===== src/rtl/cfs_apb_master_pkg.sv =====
`default_nettype none
// ============================================================================
// Module      : cfs_apb_master_pkg
// Description : Shared types and width constants for the APB initiator.
// Revision    : 1.0 - initial release
// ============================================================================
package cfs_apb_master_pkg;

    // Upper bounds on the bus widths the initiator may be built with.
    // APB tops out at 32 bits for both address and data.
    localparam int CFS_APB_MAX_ADDR_WIDTH = 32;
    localparam int CFS_APB_MAX_DATA_WIDTH = 32;

    // Default build widths and timeout.
    localparam int CFS_APB_DEF_ADDR_WIDTH     = 16;
    localparam int CFS_APB_DEF_DATA_WIDTH     = 32;
    localparam int CFS_APB_DEF_TIMEOUT_CYCLES = 16;

    // Transfer phase of the initiator.
    typedef enum logic [1:0] {
        IDLE   = 2'd0,
        SETUP  = 2'd1,
        ACCESS = 2'd2
    } cfs_apb_master_state_t;

    // Registered response presented to the requester.
    typedef struct packed {
        logic [CFS_APB_MAX_DATA_WIDTH-1:0] rdata;
        logic                              slverr;
        logic                              timeout;
    } cfs_apb_master_resp_t;

endpackage
`default_nettype wire


===== src/rtl/cfs_apb_master_if.sv =====
`default_nettype none
// ============================================================================
// Module      : cfs_apb_master_if
// Description : Request/response channel plus APB bus signals of the
//               initiator. The master modport is the initiator's view; the
//               slave modport is the view of whatever drives requests and
//               models the APB completer.
// Revision    : 1.0 - initial release
// ============================================================================
interface cfs_apb_master_if
    import cfs_apb_master_pkg::*;
#(
    parameter int ADDR_WIDTH = CFS_APB_DEF_ADDR_WIDTH,
    parameter int DATA_WIDTH = CFS_APB_DEF_DATA_WIDTH
) ();

    // Request channel
    logic                  req_valid;
    logic                  req_ready;
    logic                  req_write;
    logic [ADDR_WIDTH-1:0] req_addr;
    logic [DATA_WIDTH-1:0] req_wdata;

    // Response channel
    logic                  resp_valid;
    logic                  resp_ready;
    logic [DATA_WIDTH-1:0] resp_rdata;
    logic                  resp_slverr;
    logic                  resp_timeout;

    // APB bus
    logic                  psel;
    logic                  penable;
    logic                  pwrite;
    logic [ADDR_WIDTH-1:0] paddr;
    logic [DATA_WIDTH-1:0] pwdata;
    logic [DATA_WIDTH-1:0] prdata;
    logic                  pready;
    logic                  pslverr;

    modport master (
        input  req_valid, req_write, req_addr, req_wdata,
        output req_ready,
        output resp_valid, resp_rdata, resp_slverr, resp_timeout,
        input  resp_ready,
        output psel, penable, pwrite, paddr, pwdata,
        input  prdata, pready, pslverr
    );

    modport slave (
        output req_valid, req_write, req_addr, req_wdata,
        input  req_ready,
        input  resp_valid, resp_rdata, resp_slverr, resp_timeout,
        output resp_ready,
        input  psel, penable, pwrite, paddr, pwdata,
        output prdata, pready, pslverr
    );

endinterface
`default_nettype wire


===== src/rtl/cfs_apb_timeout_cnt.sv =====
`default_nettype none
// ============================================================================
// Module      : cfs_apb_timeout_cnt
// Description : ACCESS-phase wait counter. expired flags the last permitted
//               wait cycle so the caller can abort in that same cycle.
//               A LIMIT of 0 removes the counter entirely.
// Revision    : 1.0 - initial release
// ============================================================================
module cfs_apb_timeout_cnt #(
    parameter int LIMIT = 16
) (
    input  wire logic pclk,
    input  wire logic preset,
    input  wire logic clear,
    input  wire logic enable,
    output logic      expired
);

    generate
        if (LIMIT == 0) begin : g_disabled
            assign expired = 1'b0;
        end else begin : g_enabled
            localparam int                   c_CNT_W = $clog2(LIMIT + 1);
            localparam logic [c_CNT_W-1:0]   c_LAST  = c_CNT_W'(LIMIT - 1);
            localparam logic [c_CNT_W-1:0]   c_ONE   = c_CNT_W'(1);

            logic [c_CNT_W-1:0] r_cnt;

            // Count stalled ACCESS cycles; the caller aborts at c_LAST, so
            // the counter never reaches a value where it could wrap.
            always_ff @(posedge pclk or posedge preset) begin
                if (preset) begin
                    r_cnt <= '0;
                end else if (clear) begin
                    r_cnt <= '0;
                end else if (enable && (r_cnt != c_LAST)) begin
                    r_cnt <= r_cnt + c_ONE;
                end
            end

            assign expired = enable && (r_cnt == c_LAST);
        end
    endgenerate

endmodule
`default_nettype wire


===== src/rtl/cfs_apb_master.sv =====
`default_nettype none
// ============================================================================
// Module      : cfs_apb_master
// Description : APB initiator. Turns a valid/ready request into one APB
//               SETUP/ACCESS transfer and returns a registered response.
//               One transfer in flight; an optional PREADY timeout aborts a
//               stalled ACCESS phase with slverr+timeout set.
//               ADDR_WIDTH/DATA_WIDTH must not exceed the package maxima.
// Revision    : 1.0 - initial release
// ============================================================================
module cfs_apb_master
    import cfs_apb_master_pkg::*;
#(
    parameter int ADDR_WIDTH     = CFS_APB_DEF_ADDR_WIDTH,
    parameter int DATA_WIDTH     = CFS_APB_DEF_DATA_WIDTH,
    parameter int TIMEOUT_CYCLES = CFS_APB_DEF_TIMEOUT_CYCLES
) (
    input  wire logic           pclk,
    input  wire logic           preset,
    cfs_apb_master_if.master    bus
);

    cfs_apb_master_state_t  r_state;
    logic                   r_psel;
    logic                   r_penable;
    logic                   r_pwrite;
    logic [ADDR_WIDTH-1:0]  r_paddr;
    logic [DATA_WIDTH-1:0]  r_pwdata;
    logic                   r_resp_valid;
    cfs_apb_master_resp_t   r_resp;

    logic                   w_req_ready;
    logic                   w_expired;
    logic                   w_cnt_clear;
    logic                   w_cnt_enable;

    // The only combinational output: accept a request when idle and the
    // previous response has been consumed.
    assign w_req_ready  = (r_state == IDLE) && !r_resp_valid;

    // Counter restarts in SETUP so the first ACCESS cycle sees zero.
    assign w_cnt_clear  = (r_state == SETUP);
    assign w_cnt_enable = (r_state == ACCESS) && !bus.pready;

    cfs_apb_timeout_cnt #(
        .LIMIT   (TIMEOUT_CYCLES)
    ) u_timeout_cnt (
        .pclk    (pclk),
        .preset  (preset),
        .clear   (w_cnt_clear),
        .enable  (w_cnt_enable),
        .expired (w_expired)
    );

    // Transfer FSM with registered APB controls and response register.
    always_ff @(posedge pclk or posedge preset) begin
        if (preset) begin
            r_state      <= IDLE;
            r_psel       <= 1'b0;
            r_penable    <= 1'b0;
            r_pwrite     <= 1'b0;
            r_paddr      <= '0;
            r_pwdata     <= '0;
            r_resp_valid <= 1'b0;
            r_resp       <= '0;
        end else begin
            // Response handshake; contents simply stay until overwritten.
            if (r_resp_valid && bus.resp_ready) begin
                r_resp_valid <= 1'b0;
            end

            case (r_state)
                IDLE: begin
                    r_psel    <= 1'b0;
                    r_penable <= 1'b0;
                    if (bus.req_valid && w_req_ready) begin
                        r_paddr  <= bus.req_addr;
                        r_pwrite <= bus.req_write;
                        r_pwdata <= bus.req_wdata;
                        r_psel   <= 1'b1;
                        r_state  <= SETUP;
                    end
                end

                SETUP: begin
                    r_penable <= 1'b1;
                    r_state   <= ACCESS;
                end

                ACCESS: begin
                    // A ready slave wins over an expiring timeout.
                    if (bus.pready) begin
                        r_psel         <= 1'b0;
                        r_penable      <= 1'b0;
                        r_state        <= IDLE;
                        r_resp_valid   <= 1'b1;
                        r_resp.slverr  <= bus.pslverr;
                        r_resp.timeout <= 1'b0;
                        // Select rather than mask so X on prdata during
                        // writes or errors cannot reach the response.
                        r_resp.rdata   <= (!r_pwrite && !bus.pslverr)
                                          ? CFS_APB_MAX_DATA_WIDTH'(bus.prdata)
                                          : '0;
                    end else if (w_expired) begin
                        r_psel         <= 1'b0;
                        r_penable      <= 1'b0;
                        r_state        <= IDLE;
                        r_resp_valid   <= 1'b1;
                        r_resp.slverr  <= 1'b1;
                        r_resp.timeout <= 1'b1;
                        r_resp.rdata   <= '0;
                    end
                end

                default: begin
                    r_psel    <= 1'b0;
                    r_penable <= 1'b0;
                    r_state   <= IDLE;
                end
            endcase
        end
    end

    assign bus.req_ready    = w_req_ready;
    assign bus.psel         = r_psel;
    assign bus.penable      = r_penable;
    assign bus.pwrite       = r_pwrite;
    assign bus.paddr        = r_paddr;
    assign bus.pwdata       = r_pwdata;
    assign bus.resp_valid   = r_resp_valid;
    assign bus.resp_rdata   = r_resp.rdata[DATA_WIDTH-1:0];
    assign bus.resp_slverr  = r_resp.slverr;
    assign bus.resp_timeout = r_resp.timeout;

endmodule
`default_nettype wire

===== src/flat_wrapper.sv =====
// flat-port wrapper written by rule: the top's interface ports become plain ports
module cfs_apb_master_flat import cfs_apb_master_pkg::*;
#(
    parameter int ADDR_WIDTH     = CFS_APB_DEF_ADDR_WIDTH,
    parameter int DATA_WIDTH     = CFS_APB_DEF_DATA_WIDTH,
    parameter int TIMEOUT_CYCLES = CFS_APB_DEF_TIMEOUT_CYCLES
)
  (pclk, preset, bus_req_valid, bus_req_write, bus_req_addr, bus_req_wdata, bus_req_ready, bus_resp_valid, bus_resp_rdata, bus_resp_slverr, bus_resp_timeout, bus_resp_ready, bus_psel, bus_penable, bus_pwrite, bus_paddr, bus_pwdata, bus_prdata, bus_pready, bus_pslverr);
  cfs_apb_master_if #(.ADDR_WIDTH(ADDR_WIDTH), .DATA_WIDTH(DATA_WIDTH)) bus_i ();
  input  wire logic pclk;
  input  wire logic preset;
  input wire logic [$bits(bus_i.req_valid)-1:0] bus_req_valid;
  input wire logic [$bits(bus_i.req_write)-1:0] bus_req_write;
  input wire logic [$bits(bus_i.req_addr)-1:0] bus_req_addr;
  input wire logic [$bits(bus_i.req_wdata)-1:0] bus_req_wdata;
  output wire logic [$bits(bus_i.req_ready)-1:0] bus_req_ready;
  output wire logic [$bits(bus_i.resp_valid)-1:0] bus_resp_valid;
  output wire logic [$bits(bus_i.resp_rdata)-1:0] bus_resp_rdata;
  output wire logic [$bits(bus_i.resp_slverr)-1:0] bus_resp_slverr;
  output wire logic [$bits(bus_i.resp_timeout)-1:0] bus_resp_timeout;
  input wire logic [$bits(bus_i.resp_ready)-1:0] bus_resp_ready;
  output wire logic [$bits(bus_i.psel)-1:0] bus_psel;
  output wire logic [$bits(bus_i.penable)-1:0] bus_penable;
  output wire logic [$bits(bus_i.pwrite)-1:0] bus_pwrite;
  output wire logic [$bits(bus_i.paddr)-1:0] bus_paddr;
  output wire logic [$bits(bus_i.pwdata)-1:0] bus_pwdata;
  input wire logic [$bits(bus_i.prdata)-1:0] bus_prdata;
  input wire logic [$bits(bus_i.pready)-1:0] bus_pready;
  input wire logic [$bits(bus_i.pslverr)-1:0] bus_pslverr;
  assign bus_i.req_valid = bus_req_valid;
  assign bus_i.req_write = bus_req_write;
  assign bus_i.req_addr = bus_req_addr;
  assign bus_i.req_wdata = bus_req_wdata;
  assign bus_req_ready = bus_i.req_ready;
  assign bus_resp_valid = bus_i.resp_valid;
  assign bus_resp_rdata = bus_i.resp_rdata;
  assign bus_resp_slverr = bus_i.resp_slverr;
  assign bus_resp_timeout = bus_i.resp_timeout;
  assign bus_i.resp_ready = bus_resp_ready;
  assign bus_psel = bus_i.psel;
  assign bus_penable = bus_i.penable;
  assign bus_pwrite = bus_i.pwrite;
  assign bus_paddr = bus_i.paddr;
  assign bus_pwdata = bus_i.pwdata;
  assign bus_i.prdata = bus_prdata;
  assign bus_i.pready = bus_pready;
  assign bus_i.pslverr = bus_pslverr;
  cfs_apb_master #(.ADDR_WIDTH(ADDR_WIDTH), .DATA_WIDTH(DATA_WIDTH), .TIMEOUT_CYCLES(TIMEOUT_CYCLES)) u_core (.pclk(pclk), .preset(preset), .bus(bus_i));
endmodule

===== config.mk =====
export PLATFORM = sky130hd
export DESIGN_NAME = cfs_apb_master_flat
export DESIGN_NICKNAME = d
export VERILOG_FILES = /design/src/rtl/cfs_apb_master_pkg.sv /design/src/rtl/cfs_apb_master_if.sv /design/src/rtl/cfs_apb_timeout_cnt.sv /design/src/rtl/cfs_apb_master.sv /design/src/flat_wrapper.sv
export SDC_FILE = /design/constraint.sdc
export NUM_CORES = 1
export LEC_CHECK = 0
export CORE_MARGIN = 4
export CORE_UTILIZATION = 37
export CTS_CLUSTER_SIZE = 25
export DETAILED_ROUTE_END_ITERATION = 16
export PLACE_DENSITY = 0.85
export REMOVE_ABC_BUFFERS = 1
export SLEW_MARGIN = 20
export SYNTH_ARGS = -nofsm -noshare
export SYNTH_HDL_FRONTEND = slang
export SYNTH_HIERARCHICAL = 1
export SYNTH_SLANG_ARGS = --single-unit

===== constraint.sdc =====
create_clock -name pclk -period 2.9 [get_ports pclk]
set_clock_uncertainty 0.15 [all_clocks]
set_input_delay 0.29 -clock pclk [delete_from_list [all_inputs] [get_ports pclk]]
set_output_delay 0.29 -clock pclk [all_outputs]
set_load 0.005 [all_outputs]

==> reports/metrics.cfg <==
[synthesis]
synth_common_cells = 93 x dfrtp_1, 49 x mux2_4, 32 x a22o_1
synth_top_cell_by_area = dfrtp_1
synth_seq_area_share_pct = 60.9
synth_cell_types = 32
postSynthAreaPerCell_sq_um = 16.8
ys_ff_latch = 93
yosysWarnings = 6
synthArstFlopShare_pct = 100
synth.top_cell.area_share_pct = 60.9
synth_edf_count = 0
synthTopCellsByArea = dfrtp_1 61%, mux2_4 19%, a22o_1 7.3%
synth_most_common_cell = dfrtp_1
synth_ff_type = dfrtp_1
syn-cell-area_sq_um = 3820
netlist_instances = 227

[cts]
clk_latency_ns = 0.35
clkSinkCount = 93
postCtsHoldBufs = 0
postCtsSetupRepairBufs = 0
h-tree-depth = 3
numCtsBuffers = 9
cts_tree = built
clk_pin_slew_worst_paths_ns = 0.09
cts_root_buf = clkbuf_8
post_cts_resized = 0
clk_path_buf_depth = 2

[sta]
hold_ws_ns = 0.0504
setup_viol = 0
period_minus_slack_ns = 2.16
fin_setup_tns_ns = 0
fin_crit_sh_pct = 74.4
clock.fmax_ghz = 0.464
hold_violations = 0
rsz0062_at_grt = false
tightest_slew_ns = 0.744
slew_headroom_pct = 50.4
drv_slew = 0

[global_route]
grt_usage_pct = 15.3
grt_pass1_wl_um = 14000
grt_pass1_vias = 2689
grt-ovfl-total = 0
antenna_found_initial = 0
grt_start_max_net_pins = 48

[outcome]
status = finished, final reports clean

[setup_path]
max_stage_delay_ns = 0.42
end_kind = register
rr_worst_depth = 7
cp_max_fo = 33
critPathTopFamily = adder cells
crit_required_ns = 3.04
crit_arrival_ns = 2.30
r2r-end = u_core/bus.resp_rdata[20]
crit_top_cell = ha_1
cp_num_buf_inv = 1
cp_cell_sequence = ha_1, and3_1, ha_1, and2_1, o21ai_2, buf_4, a22o_1
reg2reg_slack_ns = 0.74
cp-start-kind = register
critical_path_class = reg2reg
cp_slowest_cell = dfrtp_1
timing.rr.start = u_core/u_timeout_cnt/g_enabled.r_cnt[0]

[floorplanning]
dieArea_sq_um = 12000
die_w_um = 110
core_area_sq_um = 9910
rows = 36
start_util_pct = 38.6
die_h_um = 110
io_pins = 174

[hold_path]
hold_path.class = in2async

[final_layout]
nets = 491
area_growth_pct = 51.8
postLayoutCoreUtil_pct = 58.6
drive_above_1_share_pct = 18.9
stdcell_area_sq_um = 5800
antenna_cells = 0

[placement]
placed_cell_area_sq_um = 5580
place_congestion = 0.754
dp_hpwl_um = 7070
portBuffers = 173

[routing]
via_per_inst = 4.67
drt_wl_total_um = 9160
vias = 2520
drc = 0
wl_per_cell_um = 17.0
drtIter0Drc = 109
final_antenna_net_count = 0
firstDrtPassIters = 4

[power]
leakage_uw = 0.00259
p_total_uw = 5790
power_density_nw_per_um2 = 998
max-vdd-ir-drop_mv = 0.456

[job]
cap_violations = 0

## flip-flops by register name, indices dropped and copies added (netlist names)
| signal | cells |
|---|---|
| u_core/bus.pwdata | 32 |
| u_core/bus.resp_timeout | 1 |
| u_core/bus.resp_slverr | 1 |
| u_core/bus.resp_valid | 1 |
| u_core/bus.resp_rdata | 32 |
| u_core/bus.pwrite | 1 |
| u_core/bus.paddr | 16 |
| u_core/u_timeout_cnt/g_enabled.r_cnt | 5 |
| u_core/bus.psel | 1 |
| u_core/bus.penable | 1 |
| u_core/r_state | 2 |
## metrics by stage
| stage | setup WS, ns | cells |
|---|---|---|
| after floorplan | 0.0576 | 213 |
| after global placement | 0.837 | 524 |
| after detailed placement | 0.758 | 524 |
| after CTS | 0.748 | 540 |
| after global routing | 0.609 | 540 |
| final | 0.744 | 540 |
## layout by cell type (no fill, tap or decap), types with 2 or more instances in the layout
master and count:
bufinv_16 2, inv_6 2, a21oi_1 2, nor2_1 6
mux2_4 49, inv_1 4, clkbuf_8 9, a22o_1 32
clkinv_2 3, ha_1 2, buf_4 3, dfrtp_1 93
a21o_1 2, nor2b_1 2, clkdlybuf4s50_1 173, buf_12 2
## cells by family after synthesis
logic type / count (synthesis) / share of synthesized area (%)
flops: 93 / 60.9
mux: 51 / 19.8
compound gates: 41 / 8.87
buf+inv: 19 / 5.86
simple gates: 19 / 3.47
xor+xnor: 2 / 0.458
fa+ha+maj: 2 / 0.655
## power breakdown
| part | internal (uW) | switching, uW |
|---|---|---|
| clock network | 490 | 451 |
| logic | 1840 | 757 |
| registers | 1880 | 368 |
| total | 4220 | 1580 |
## area by class of cell
type	instances	area, sq um
Fill cell	804	4110
Sequential cell	93	2330
Tap cell	133	166
Clock inverter	7	96.3
Clock buffer	9	124
Inverter	5	20.0
Multi-Input combinational cell	115	1270
Timing Repair Buffer	178	1790
## worst max path at each step
| stage | cells after the start | slack [ns] | start | to |
|---|---|---|---|---|
| after global routing | 7 | 0.61 | u_core/u_timeout_cnt/g_enabled.r_cnt[0] | u_core/bus.resp_rdata[4] |
| final | 7 | 0.74 | u_core/u_timeout_cnt/g_enabled.r_cnt[0] | u_core/bus.resp_rdata[20] |
| after floorplan | 6 | 0.06 | u_core/u_timeout_cnt/g_enabled.r_cnt[0] | u_core/bus.resp_rdata[0] |
| after CTS | 7 | 0.75 | u_core/u_timeout_cnt/g_enabled.r_cnt[0] | u_core/bus.resp_rdata[20] |
| after detailed placement | 7 | 0.76 | u_core/u_timeout_cnt/g_enabled.r_cnt[0] | u_core/bus.resp_rdata[20] |
| after global placement | 7 | 0.84 | u_core/u_timeout_cnt/g_enabled.r_cnt[0] | u_core/bus.resp_rdata[10] |
## worst register-to-register path: cells and delay by family, from the launching register on
kind / cells / cell delay, ns
buf+inv: 1 / 0.34
flops: 1 / 0.42
simple gates: 2 / 0.37
fa+ha+maj: 2 / 0.46
compound gates: 2 / 0.36
## per-layer routing
metal	track usage, %	wire, um	part of all wire, %	vias up
met5	0	0	0	-
li1	-	-	-	1157
met4	6.14	165	1.8	0
met2	24.4	4370	48	125
met1	19.0	3800	41	1224
met3	5.28	820	9.0	14
Note: power is estimated with default switching activity, not from simulation.
